File: config.mk
export PLATFORM = sky130hd
export DESIGN_NAME = scan_decoder_flat
export DESIGN_NICKNAME = d
export VERILOG_FILES = /design/src/rtl/scan_decoder_if.sv /design/src/rtl/scan_decoder.sv /design/src/flat_wrapper.sv
export SDC_FILE = /design/constraint.sdc
export NUM_CORES = 1
export LEC_CHECK = 0
export CAP_MARGIN = 20
export CORE_ASPECT_RATIO = 0.7
export CORE_MARGIN = 5
export CORE_UTILIZATION = 58
export CTS_BUF_LIST = sky130_fd_sc_hd__clkbuf_4
export DETAILED_ROUTE_END_ITERATION = 8
export MAX_ROUTING_LAYER = met4
export PLACE_DENSITY = 0.87
export RECOVER_POWER = 100
export REMOVE_ABC_BUFFERS = 1
export SYNTH_ARGS = -nofsm -noshare
export SYNTH_HDL_FRONTEND = slang
export SYNTH_SLANG_ARGS = --single-unit
export TNS_END_PERCENT = 20
File: constraint.sdc
create_clock -name Clock -period 4.4 [get_ports Clock]
set_input_delay 0.88 -clock Clock [delete_from_list [all_inputs] [get_ports Clock]]
set_output_delay 0.88 -clock Clock [all_outputs]
set_load 0.005 [all_outputs]
File: src/rtl/scan_decoder_if.sv
// Select/scan bus between the LED-matrix controller (master) and scan_decoder (slave).
interface scan_decoder_if #(
  parameter int SEL_WIDTH = 3,
  parameter int DIV_WIDTH = 8
);
  logic                      Enable;
  logic                      Mode;
  logic [SEL_WIDTH-1:0]      Sel;
  logic [DIV_WIDTH-1:0]      Divider;
  logic [(1<<SEL_WIDTH)-1:0] DecoderOut;
  logic [SEL_WIDTH-1:0]      CurSel;
  logic                      FrameStart;

  modport master (
    output Enable, Mode, Sel, Divider,
    input  DecoderOut, CurSel, FrameStart
  );

  modport slave (
    input  Enable, Mode, Sel, Divider,
    output DecoderOut, CurSel, FrameStart
  );
endinterface

File: src/rtl/scan_decoder.sv
// Registered one-hot row/column decoder with auto-scan sequencer for the LED matrix.
// Optional blank cycle on every index change when SCAN_DECODER_BLANKING_EN is defined.
module scan_decoder #(
  parameter int SEL_WIDTH = 3,
  parameter int DIV_WIDTH = 8
) (
  input logic           Clock,
  input logic           nReset,
  scan_decoder_if.slave bus
);
  localparam int N = 1 << SEL_WIDTH;

  logic [SEL_WIDTH-1:0] r_idx, w_idx_nx;
  logic [SEL_WIDTH-1:0] r_cur, w_cur_nx;
  logic [DIV_WIDTH-1:0] r_pre, w_pre_nx;
  logic [N-1:0]         r_dec, w_dec_nx;
  logic                 r_fs, w_fs_nx;
  logic                 r_mode, w_mode_nx;
  logic                 r_pend, w_pend_nx;
  logic                 r_wrap, w_wrap_nx;
  logic                 w_tick;
  logic                 w_last;

  function automatic logic [N-1:0] onehot(input logic [SEL_WIDTH-1:0] idx);
    logic [N-1:0] v;
    v      = '0;
    v[idx] = 1'b1;
    return v;
  endfunction

`ifdef SCAN_DECODER_BLANKING_EN
  // The reveal cycle after a blank never ticks, so Divider=0 alternates blank/one-hot.
  assign w_tick = !r_pend && (r_pre >= bus.Divider);
`else
  assign w_tick = (r_pre >= bus.Divider);
`endif
  assign w_last = (r_idx == SEL_WIDTH'(N - 1));

  always_comb begin
    w_idx_nx  = r_idx;
    w_cur_nx  = r_cur;
    w_pre_nx  = r_pre;
    w_mode_nx = r_mode;
    w_pend_nx = r_pend;
    w_wrap_nx = r_wrap;
    w_dec_nx  = '0;
    w_fs_nx   = 1'b0;
    if (bus.Enable) begin
      w_mode_nx = bus.Mode;
      if (!bus.Mode) begin
`ifdef SCAN_DECODER_BLANKING_EN
        w_wrap_nx = 1'b0;
        if (bus.Sel == r_cur) begin
          w_dec_nx  = onehot(bus.Sel);
          w_pend_nx = 1'b0;
        end else if (r_pend && (bus.Sel == r_idx)) begin
          w_dec_nx  = onehot(bus.Sel);
          w_cur_nx  = bus.Sel;
          w_pend_nx = 1'b0;
        end else begin
          // Park the new target in the index register and blank for one cycle.
          w_idx_nx  = bus.Sel;
          w_pend_nx = 1'b1;
        end
`else
        w_dec_nx = onehot(bus.Sel);
        w_cur_nx = bus.Sel;
`endif
      end else if (!r_mode) begin
        w_idx_nx  = bus.Sel;
        w_pre_nx  = '0;
        w_dec_nx  = onehot(bus.Sel);
        w_cur_nx  = bus.Sel;
        w_pend_nx = 1'b0;
        w_wrap_nx = 1'b0;
      end else if (w_tick) begin
        w_pre_nx = '0;
        w_idx_nx = r_idx + 1'b1;
`ifdef SCAN_DECODER_BLANKING_EN
        w_pend_nx = 1'b1;
        w_wrap_nx = w_last;
`else
        w_dec_nx = onehot(r_idx + 1'b1);
        w_cur_nx = r_idx + 1'b1;
        w_fs_nx  = w_last;
`endif
      end else begin
        w_pre_nx = r_pre + 1'b1;
        w_dec_nx = onehot(r_idx);
        w_cur_nx = r_idx;
`ifdef SCAN_DECODER_BLANKING_EN
        w_fs_nx   = r_pend && r_wrap;
        w_pend_nx = 1'b0;
        w_wrap_nx = 1'b0;
`endif
      end
    end
  end

  always_ff @(posedge Clock) begin
    if (!nReset) begin
      r_idx  <= '0;
      r_cur  <= '0;
      r_pre  <= '0;
      r_dec  <= '0;
      r_fs   <= 1'b0;
      r_mode <= 1'b0;
      r_pend <= 1'b0;
      r_wrap <= 1'b0;
    end else begin
      r_idx  <= w_idx_nx;
      r_cur  <= w_cur_nx;
      r_pre  <= w_pre_nx;
      r_dec  <= w_dec_nx;
      r_fs   <= w_fs_nx;
      r_mode <= w_mode_nx;
      r_pend <= w_pend_nx;
      r_wrap <= w_wrap_nx;
    end
  end

  assign bus.DecoderOut = r_dec;
  assign bus.CurSel     = r_cur;
  assign bus.FrameStart = r_fs;
endmodule
File: src/flat_wrapper.sv
// flat-port wrapper written by rule: the top's interface ports become plain ports
module scan_decoder_flat 
#(
  parameter int SEL_WIDTH = 3,
  parameter int DIV_WIDTH = 8
)
  (Clock, nReset, bus_Enable, bus_Mode, bus_Sel, bus_Divider, bus_DecoderOut, bus_CurSel, bus_FrameStart);
  scan_decoder_if #(.SEL_WIDTH(SEL_WIDTH), .DIV_WIDTH(DIV_WIDTH)) bus_i ();
  input logic Clock;
  input logic nReset;
  input wire logic [$bits(bus_i.Enable)-1:0] bus_Enable;
  input wire logic [$bits(bus_i.Mode)-1:0] bus_Mode;
  input wire logic [$bits(bus_i.Sel)-1:0] bus_Sel;
  input wire logic [$bits(bus_i.Divider)-1:0] bus_Divider;
  output wire logic [$bits(bus_i.DecoderOut)-1:0] bus_DecoderOut;
  output wire logic [$bits(bus_i.CurSel)-1:0] bus_CurSel;
  output wire logic [$bits(bus_i.FrameStart)-1:0] bus_FrameStart;
  assign bus_i.Enable = bus_Enable;
  assign bus_i.Mode = bus_Mode;
  assign bus_i.Sel = bus_Sel;
  assign bus_i.Divider = bus_Divider;
  assign bus_DecoderOut = bus_i.DecoderOut;
  assign bus_CurSel = bus_i.CurSel;
  assign bus_FrameStart = bus_i.FrameStart;
  scan_decoder #(.SEL_WIDTH(SEL_WIDTH), .DIV_WIDTH(DIV_WIDTH)) u_core (.Clock(Clock), .nReset(nReset), .bus(bus_i));
endmodule
==> results of run 1 <==
[area by class of cell]
type                       count  area, µm²  share of cell area
inverter                      12       45.0              0.0251
multi-input combinational    139        938               0.523
tap                           34       42.5              0.0237
clock buffer                   3       22.5              0.0126
clock inverter                 1       3.75             0.00209
timing repair buffer          26        260               0.145
sequential                    24        480               0.268
[Yosys cell counts, types with 5 or more instances]
cell,number,area share
and3_1,5,0.020
o21ai_0,10,0.033
inv_1,12,0.029
nand3_1,13,0.042
nand2b_1,5,0.020
o22ai_1,6,0.024
nand2_1,18,0.044
mux2i_1,10,0.065
ha_1,11,0.089
nor2_1,10,0.024
clkbuf_1,12,0.029
dfxtp_1,24,0.31
[critical path, delay by kind of cell]
family	cells	cell delay [ns]
buffers and inverters	1	0.54
AO/OA/AOI/OAI	3	1.07
adder cells (fa/ha/maj)	1	0.29
multiplexers	1	0.42
AND/OR/NAND/NOR	1	0.15
[layer usage]
layer,vias up,global-route usage
li1,712,-
met1,681,0.275
met2,85,0.364
met3,14,0.0626
met4,0,0.0656
met5,-,-
[cells by family (layout without fill, tap and decap cells)]
family,count (synthesis),after routing
flops,24,24
buf+inv,27,42
mux,11,11
simple gates,76,76
fa+ha+maj,11,11
compound gates,38,38
xor+xnor,3,3
[registers in the layout, summed over array words and instances (netlist names)]
register               count
u_core.r_mode              1
u_core.bus.DecoderOut      8
u_core.bus.FrameStart      1
u_core.r_idx               3
u_core.bus.CurSel          3
u_core.r_pre               8
[per-stage QoR]
| step | instance area, µm² | power, mW | setup WS [ns] | cells | utilization |
|---|---|---|---|---|---|
| 2_1_floorplan | 1470 | 0.269 | 1.74 | 175 | - |
| 3_3_place_gp | 1780 | 0.300 | 1.23 | 235 | 0.712 |
| 3_5_place_dp | 1780 | 0.304 | 1.14 | 235 | 0.712 |
| 4_1_cts | 1800 | 0.401 | 1.48 | 239 | 0.722 |
| 5_1_grt | 1790 | 0.421 | 1.14 | 239 | 0.718 |
| 6_report | 1790 | 0.400 | 1.28 | 239 | 0.718 |
[final timing paths]
check	startpoint	end	slack (ns)
hold reg to reg	u_core.r_pre[6]	u_core.r_pre[6]	0.52
hold / removal	u_core.r_pre[6]	u_core.r_pre[6]	0.52
setup reg to reg	u_core.r_pre[0]	u_core.bus.DecoderOut[5]	1.91
setup / recovery	bus_Divider[0]	u_core.bus.DecoderOut[5]	1.28
[power breakdown]
| part | switching [mW] | total, mW | internal (mW) |
|---|---|---|---|
| combinational | 0.0365 | 0.0689 | 0.0324 |
| sequential | 0.00813 | 0.231 | 0.222 |
| clock | 0.0676 | 0.101 | 0.0333 |
| total | 0.112 | 0.400 | 0.288 |
==> reports/results.ini, run 1 <==
[run_status]
status=complete, no violations

[clock_tree]
cts_setup_buffers=0
cts_max_level=1
clock_latency_ns=0.33
cts_tree=built
clock-root-buffer=clkbuf_4
cts-buffers-inserted=3
numClockSinks=24
cts_resized=0
cts-hold-fix-buffers=0
clkSlewWorstSetupHoldPaths_ns=0.12
cts_buffer_depth=2

[cells_and_area]
area_delta_synth_final_pct=16.5
fin_nets=232
final_cell_mix=dfxtp_1, nand2_1, dlygate4sd3_1
fill_cells=202
n_antenna_cell=0
drive_gt1_frac=0.0293
final_common_cell=dfxtp_1

[yosys]
synth-simple-area-share=0.263
ys_ff_latch=24
synth.area.mux_share=0.0748
synthAdderAreaFrac=0.0894
synthFlopType=dfxtp_1
yosysSeqAreaShare=0.312
syn-cell-area_um2=1540
netlist_instances=190
synth_compound_area_frac=0.172
synth_cell_type_count=44
syn_avg_cell_area_um2=8.10
synth_edf_count=0
synthArstFlopShare=0
synth_xor_area_frac=0.0171
synth_top_family_by_area=simple AND/OR/NAND/NOR gates
yosys_warnings=0

[sta]
fin_crit_sh=0.708
finalSetupViolCount=0
final-hold-violation-count=0
finalSetupTns_ns=0
timing.slew.headroom=0.350
final.min_clock_period_ns=3.12
finClkSkew_ns=0.00713
finalMaxSlewViolations=0
rsz0062_at_grt=false
fmax_mhz=321
whs_ns=0.524
worst_pin_slew_ns=0.951

[power]
p_per_area_nw_per_um2=223
worst_ir_drop_vdd_uv=148
p_leak_nw=0.734

[placed_design]
io_buffers=26
dp_hpwl_mm=2.92
globalplace.congestion=0.855

[global_route]
antenna_found_initial=0
grt_pass1_wl_mm=6.43
overflow=0
first_global_vias=1406
grt.total_usage=0.224
grt_max_degree=21

[worst_setup_path]
cp.arrival_ns=3.36
cp_max_fo=14
slowest_delay_ns=0.54
start_kind=primary input
critical_path.endpoint_type=register
path_class=primary input to register
rr_worst_depth=7
cp.required_ns=4.64
path_cells=dlygate4sd3_1 -> ha_1 -> nand2b_1 -> a2111o_1 -> a31o_1 -> mux2_1 -> o22ai_2
worst_path_max_delay_cell=dlygate4sd3_1

[routing]
via_per_inst=6.24
wl_met1_mm=1.71
drc=0
routed_wl_mm=3.91
wl_met3_um=396
drt_pass1_iterations=6
avgRoutedWirePerCell_um=16.4
met2WireLength_mm=1.72
via_count=1492
highest_layer=met4
ant_nets=0
drtIter0Drc=144

[die]
die_x_um=71.6
rows=15
initial_core_util=0.617
core_um2=2500
ios=27
die_y_um=53.1
dieArea_um2=3800

[run]
cap_viol_max_count=0

[worst_hold_path]
hold_path.class=register to register
worstHoldPathCells=2

Note: power is estimated with default switching activity, not from simulation.
==> inputs of run 2 (changes only) <==
--- a/config.mk
+++ b/config.mk
@@ -8,11 +8,11 @@
 export CAP_MARGIN = 20
 export CORE_ASPECT_RATIO = 0.7
 export CORE_MARGIN = 5
-export CORE_UTILIZATION = 58
+export CORE_UTILIZATION = 49
 export CTS_BUF_LIST = sky130_fd_sc_hd__clkbuf_4
 export DETAILED_ROUTE_END_ITERATION = 8
 export MAX_ROUTING_LAYER = met4
-export PLACE_DENSITY = 0.87
+export PLACE_DENSITY = 0.78
 export RECOVER_POWER = 100
 export REMOVE_ABC_BUFFERS = 1
 export SYNTH_ARGS = -nofsm -noshare
==> constraint.sdc (replaced) <==
create_clock -name Clock -period 2.5 [get_ports Clock]
set_input_delay 0.5 -clock Clock [delete_from_list [all_inputs] [get_ports Clock]]
set_output_delay 0.5 -clock Clock [all_outputs]
set_load 0.005 [all_outputs]
==> reports/results.ini, run 2 (same netlist as run 1, synthesis figures left out) <==
[die]
dieArea_um2=4380  ; was 3800 µm²
die_x_um=77.0  ; was 71.6 µm
initial_core_util=0.499  ; was 0.617
die_y_um=56.9  ; was 53.1 µm
ios=27  ; unchanged
core_um2=3080  ; was 2500 µm²
rows=17  ; was 15

[placed_design]
dp_hpwl_mm=3.13  ; was 2.92 mm
io_buffers=26  ; unchanged
place_area_um2=1900  ; was 1780 µm²
globalplace.congestion=0.853  ; was 0.855

[sta]
worst_pin_slew_ns=0.462  ; was 0.951 ns
final.min_clock_period_ns=2.33
finalSetupViolCount=0  ; unchanged
timing.slew.headroom=0.684  ; was 0.350
fin_crit_sh=0.932
finalMaxSlewViolations=0  ; unchanged
rsz0062_at_grt=false  ; unchanged
fmax_mhz=429
final-hold-violation-count=0  ; unchanged
finClkSkew_ns=0.00172  ; was 0.00713 ns

[routing]
drc=0  ; unchanged
routed_wl_mm=4.11  ; was 3.91 mm
avgRoutedWirePerCell_um=16.0  ; was 16.4 µm
via_per_inst=5.93  ; was 6.24
ant_nets=0  ; unchanged
drt_pass1_iterations=4  ; was 6
drtIter0Drc=147  ; was 144
via_count=1525  ; was 1492

[clock_tree]
clock_latency_ns=0.31  ; was 0.33 ns
cts_buffer_depth=2  ; unchanged
cts_tree=built  ; unchanged
cts-hold-fix-buffers=0  ; unchanged
clock-root-buffer=clkbuf_4  ; unchanged
numClockSinks=24  ; unchanged
cts_max_level=1  ; unchanged
cts_resized=0  ; unchanged
cts_setup_buffers=0  ; unchanged
cts-buffers-inserted=3  ; unchanged
clkSlewWorstSetupHoldPaths_ns=0.13  ; was 0.12 ns

[run_status]
status=complete, no violations  ; unchanged

[worst_setup_path]
r2r_slack_ns=0.29  ; was 1.91 ns
cp.arrival_ns=2.58  ; was 3.36 ns
start_kind=primary input  ; unchanged
critical_path.endpoint_type=register  ; unchanged
crit_path_start=bus_Divider[0]  ; unchanged
path_class=primary input to register  ; unchanged
timing.rr.start=u_core.r_pre[0]  ; unchanged
cp.required_ns=2.75  ; was 4.64 ns
cp_max_fo=7  ; was 14
r2r_end=u_core.r_pre[2]  ; was u_core.bus.DecoderOut[5]
rr_worst_depth=9  ; was 7

[cells_and_area]
area_delta_synth_final_pct=25.0  ; was 16.5%
regArea_um2=480  ; unchanged
multi_input_area_um2=953  ; was 938 µm²
fill_cells=271  ; was 202
drive_gt1_frac=0.0868  ; was 0.0293
final_common_cell=dfxtp_1  ; unchanged
n_antenna_cell=0  ; unchanged
fin_nets=246  ; was 232
final_cell_mix=dfxtp_1, nand2_1, nand3_1, clkdlybuf4s50_1, dlygate4sd3_1  ; was dfxtp_1, nand2_1, dlygate4sd3_1
fin_area_um2=1920  ; was 1790 µm²

[power]
p_int_mw=0.518  ; was 0.288 mW
finalPower_mw=0.719  ; was 0.400 mW
combPwrFrac=0.197  ; was 0.172
p_per_area_nw_per_um2=374  ; was 223 nW/µm²
p_sw_frac=0.280  ; about the same
p_clk_frac=0.243  ; was 0.252
p_switching_mw=0.201  ; was 0.112 mW
p_seq_frac=0.560  ; was 0.576
p_leak_nw=0.799  ; was 0.734 nW
worst_ir_drop_vdd_uv=417  ; was 148 µV

[global_route]
grt.total_usage=0.195  ; was 0.224
first_global_vias=1461  ; was 1406
overflow=0  ; unchanged
grt_pass1_wl_mm=6.74  ; was 6.43 mm
grt_max_degree=20  ; was 21
antenna_found_initial=0  ; unchanged

[worst_hold_path]
worst_hold_startpoint=u_core.r_pre[0]  ; was u_core.r_pre[6]
hold_path.class=register to register  ; unchanged
hold_end=u_core.r_pre[0]  ; was u_core.r_pre[6]
worstHoldPathCells=2  ; unchanged

[run]
cap_viol_max_count=0  ; unchanged

run 2: changes by cell type in the layout (fill, tap and decap cells not counted), sizes merged:
| cell | change |
|---|---|
| buf | +11 |
| dlygate4sd3 | -1 |
| clkbuf | +3 |
| clkdlybuf4s50 | +1 |
run 2: worst max-delay path by stage:
stage	end	slack, ns	cells after the start
finish	u_core.r_pre[2]	0.17	9
CTS	u_core.r_pre[2]	0.06	9
floorplan	u_core.bus.DecoderOut[5]	0.22	6
global route	u_core.r_pre[2]	0.02	9
detailed placement	u_core.r_pre[2]	-0.25	9
global placement	u_core.r_idx[0]	-0.14	8
run 2: power by group through the flow:
stage | sequential, mW | combinational (mW) | clock [mW]
2_1_floorplan | 0.411 | 0.0621 | 0
3_3_place_gp | 0.410 | 0.134 | 0
3_5_place_dp | 0.411 | 0.140 | 0
4_1_cts | 0.402 | 0.141 | 0.179
5_1_grt | 0.404 | 0.155 | 0.198
6_report | 0.403 | 0.142 | 0.175
run 2: critical path: stages:
cell,delay (ns)
clkdlybuf4s50_1,0.40
ha_1,0.28
nand2b_1,0.14
a2111o_1,0.43
clkbuf_1,0.15
a31oi_4,0.26
buf_4,0.16
nand4b_1,0.10
a21boi_0,0.17
run 2: cell type report:
cell class / count / share of cell area
multi-input cells: 139 / 0.496
well taps: 38 / 0.0247
flip-flops and latches: 24 / 0.250
inverters: 12 / 0.0234
clock inverters: 1 / 0.00195
clock buffers: 3 / 0.0117
repair buffers: 40 / 0.193
run 2: per-stage QoR:
stage / hold slack [ns] / setup slack [ns] / utilization / cells / TNS, ns
2_1_floorplan: 0.472 / 0.220 / - / 175 / 0
3_3_place_gp: 0.492 / -0.144 / 0.616 / 253 / -2.00
3_5_place_dp: 0.507 / -0.246 / 0.616 / 253 / -3.10
4_1_cts: 0.527 / 0.0646 / 0.624 / 257 / 0
5_1_grt: 0.559 / 0.0225 / 0.624 / 257 / 0
6_report: 0.523 / 0.170 / 0.624 / 257 / 0
run 2: per-layer routing:
layer	GRT usage	vias to the layer above	part of all wire
li1	-	742	-
met1	0.250	693	0.44
met2	0.285	80	0.45
met3	0.0689	10	0.094
met4	0.0637	0	0.018
met5	-	-	0
==> inputs of run 3 (changes only) <==
--- a/config.mk
+++ b/config.mk
@@ -7,7 +7,6 @@
 export LEC_CHECK = 0
 export CAP_MARGIN = 20
 export CORE_ASPECT_RATIO = 0.7
-export CORE_MARGIN = 5
 export CORE_UTILIZATION = 49
 export CTS_BUF_LIST = sky130_fd_sc_hd__clkbuf_4
 export DETAILED_ROUTE_END_ITERATION = 8
@@ -15,6 +14,7 @@
 export PLACE_DENSITY = 0.78
 export RECOVER_POWER = 100
 export REMOVE_ABC_BUFFERS = 1
+export SLEW_MARGIN = 0
 export SYNTH_ARGS = -nofsm -noshare
 export SYNTH_HDL_FRONTEND = slang
 export SYNTH_SLANG_ARGS = --single-unit
==> reports/results.ini, run 3 (same netlist as run 1, synthesis figures left out) <==
[global_route]
met2_usage=0.362  ; was 0.285
use_met1=0.354  ; was 0.250
first_global_vias=1355  ; was 1461
met3_usage=0.0631  ; was 0.0689
antenna_found_initial=0  ; unchanged
grt_max_degree=21  ; was 20
overflow=0  ; unchanged
grt.total_usage=0.246  ; was 0.195
busiest_layer=met2  ; unchanged
grt_pass1_wl_mm=6.21  ; was 6.74 mm

[die]
dieArea_um2=3370  ; was 4380 µm²
die_y_um=48.9  ; was 56.9 µm
ios=27  ; unchanged
rows=16  ; was 17
core_um2=2880  ; was 3080 µm²
initial_core_util=0.534  ; was 0.499
die_x_um=69.0  ; was 77.0 µm

[cells_and_area]
final_cell_mix=dfxtp_1, nand2_1, nand3_1, clkdlybuf4s50_1, dlygate4sd3_1  ; unchanged
fin_nets=245  ; was 246
final_cells=253  ; was 257
drive_gt1_frac=0.0737  ; was 0.0868
final_common_cell=dfxtp_1  ; unchanged
fill_cells=252  ; was 271
n_antenna_cell=0  ; unchanged
area_delta_synth_final_pct=22.0  ; was 25.0%

[placed_design]
globalplace.congestion=0.864  ; was 0.853
dp_cells=250  ; was 253
io_buffers=26  ; unchanged
dp_hpwl_mm=2.81  ; was 3.13 mm

[worst_setup_path]
path_class=primary input to register  ; unchanged
timing.rr.start=u_core.r_pre[0]  ; unchanged
cp_max_fo=5  ; was 7
endpoint=u_core.bus.DecoderOut[6]  ; was u_core.r_pre[2]
rr_worst_depth=8  ; was 9
r2r_end=u_core.bus.DecoderOut[6]  ; was u_core.r_pre[2]
critical_path.endpoint_type=register  ; unchanged
r2r_slack_ns=0.27  ; was 0.29 ns
start_kind=primary input  ; unchanged
crit_path_start=bus_Divider[0]  ; unchanged
cp.arrival_ns=2.56  ; was 2.58 ns
cp.required_ns=2.70  ; was 2.75 ns

[clock_tree]
cts_buffer_depth=2  ; unchanged
cts-hold-fix-buffers=0  ; unchanged
clock_latency_ns=0.31  ; about the same
clkSlewWorstSetupHoldPaths_ns=0.12  ; was 0.13 ns
cts_setup_buffers=0  ; unchanged
cts_tree=built  ; unchanged
clock-root-buffer=clkbuf_4  ; unchanged
cts_max_level=1  ; unchanged
cts-buffers-inserted=3  ; unchanged
cts_resized=0  ; unchanged
numClockSinks=24  ; unchanged

[routing]
ant_nets=0  ; unchanged
drtIter0Drc=125  ; was 147
via_per_inst=5.80  ; was 5.93
drc=0  ; unchanged
via_count=1468  ; was 1525
drt_pass1_iterations=4  ; unchanged
routed_wl_mm=3.61  ; was 4.11 mm
avgRoutedWirePerCell_um=14.3  ; was 16.0 µm

[sta]
fmax_mhz=424  ; was 429 MHz
final-hold-violation-count=0  ; unchanged
timing.slew.headroom=0.569  ; was 0.684
fin_crit_sh=0.943  ; was 0.932
worst_pin_slew_ns=0.645  ; was 0.462 ns
final.min_clock_period_ns=2.36  ; was 2.33 ns
finalMaxSlewViolations=0  ; unchanged
finClkSkew_ns=0.00186  ; was 0.00172 ns
finalSetupViolCount=0  ; unchanged
whs_ns=0.525  ; was 0.523 ns
rsz0062_at_grt=false  ; unchanged

[worst_hold_path]
hold_path.class=register to register  ; unchanged

[power]
worst_ir_drop_vdd_uv=214  ; was 417 µV
finalPower_mw=0.701  ; was 0.719 mW
p_per_area_nw_per_um2=373  ; was 374 nW/µm²
p_leak_nw=0.780  ; was 0.799 nW

[run_status]
status=complete, no violations  ; unchanged

[run]
cap_viol_max_count=0  ; unchanged

run 3: worst min path at each step:
stage,from,endpoint,slack [ns],cells after the start
2_1_floorplan,u_core.r_pre[6],u_core.r_pre[6],0.47,2
3_3_place_gp,u_core.r_pre[0],u_core.r_pre[0],0.49,2
3_5_place_dp,u_core.r_pre[1],u_core.r_pre[1],0.51,2
4_1_cts,u_core.r_pre[1],u_core.r_pre[1],0.53,2
5_1_grt,u_core.r_pre[6],u_core.r_pre[6],0.57,2
6_report,u_core.r_pre[1],u_core.r_pre[1],0.52,2
run 3: where the power goes:
group          switching, mW  internal, mW
clock network          0.109        0.0563
registers             0.0150         0.391
logic                 0.0641        0.0656
total                  0.188         0.513
run 3: layout make-up:
| class | instances | area [µm²] | area share |
|---|---|---|---|
| timing repair buffer | 39 | 340 | 0.181 |
| sequential | 24 | 480 | 0.256 |
| tap | 36 | 45.0 | 0.0240 |
| multi-input combinational | 139 | 945 | 0.503 |
| clock buffer | 3 | 22.5 | 0.0120 |
| inverter | 12 | 45.0 | 0.0240 |
run 3: worst max-delay path, cell delays in order:
cell and delay (ns):
clkdlybuf4s50_1 0.41, ha_1 0.28, nand2b_1 0.14, a2111o_1 0.42
a31o_1 0.29, clkbuf_1 0.19, mux2i_1 0.23, o22ai_1 0.12
run 3: routing by layer:
| metal | vias to the layer above | routed length (µm) |
|---|---|---|
| li1 | 741 | - |
| met3 | 2 | 284 |
| met1 | 669 | 1810 |
| met4 | 0 | 9 |
| met5 | - | 0 |
| met2 | 56 | 1500 |
run 3: metrics by stage:
| step | setup slack (ns) | cell area [µm²] | TNS, ns | util |
|---|---|---|---|---|
| CTS | 0.166 | 1900 | 0 | 0.659 |
| finish | 0.143 | 1880 | 0 | 0.651 |
| global placement | -0.152 | 1880 | -1.54 | 0.651 |
| floorplan | 0.220 | 1470 | 0 | - |
| detailed placement | -0.173 | 1880 | -1.94 | 0.651 |
| global route | 0.0546 | 1880 | 0 | 0.651 |
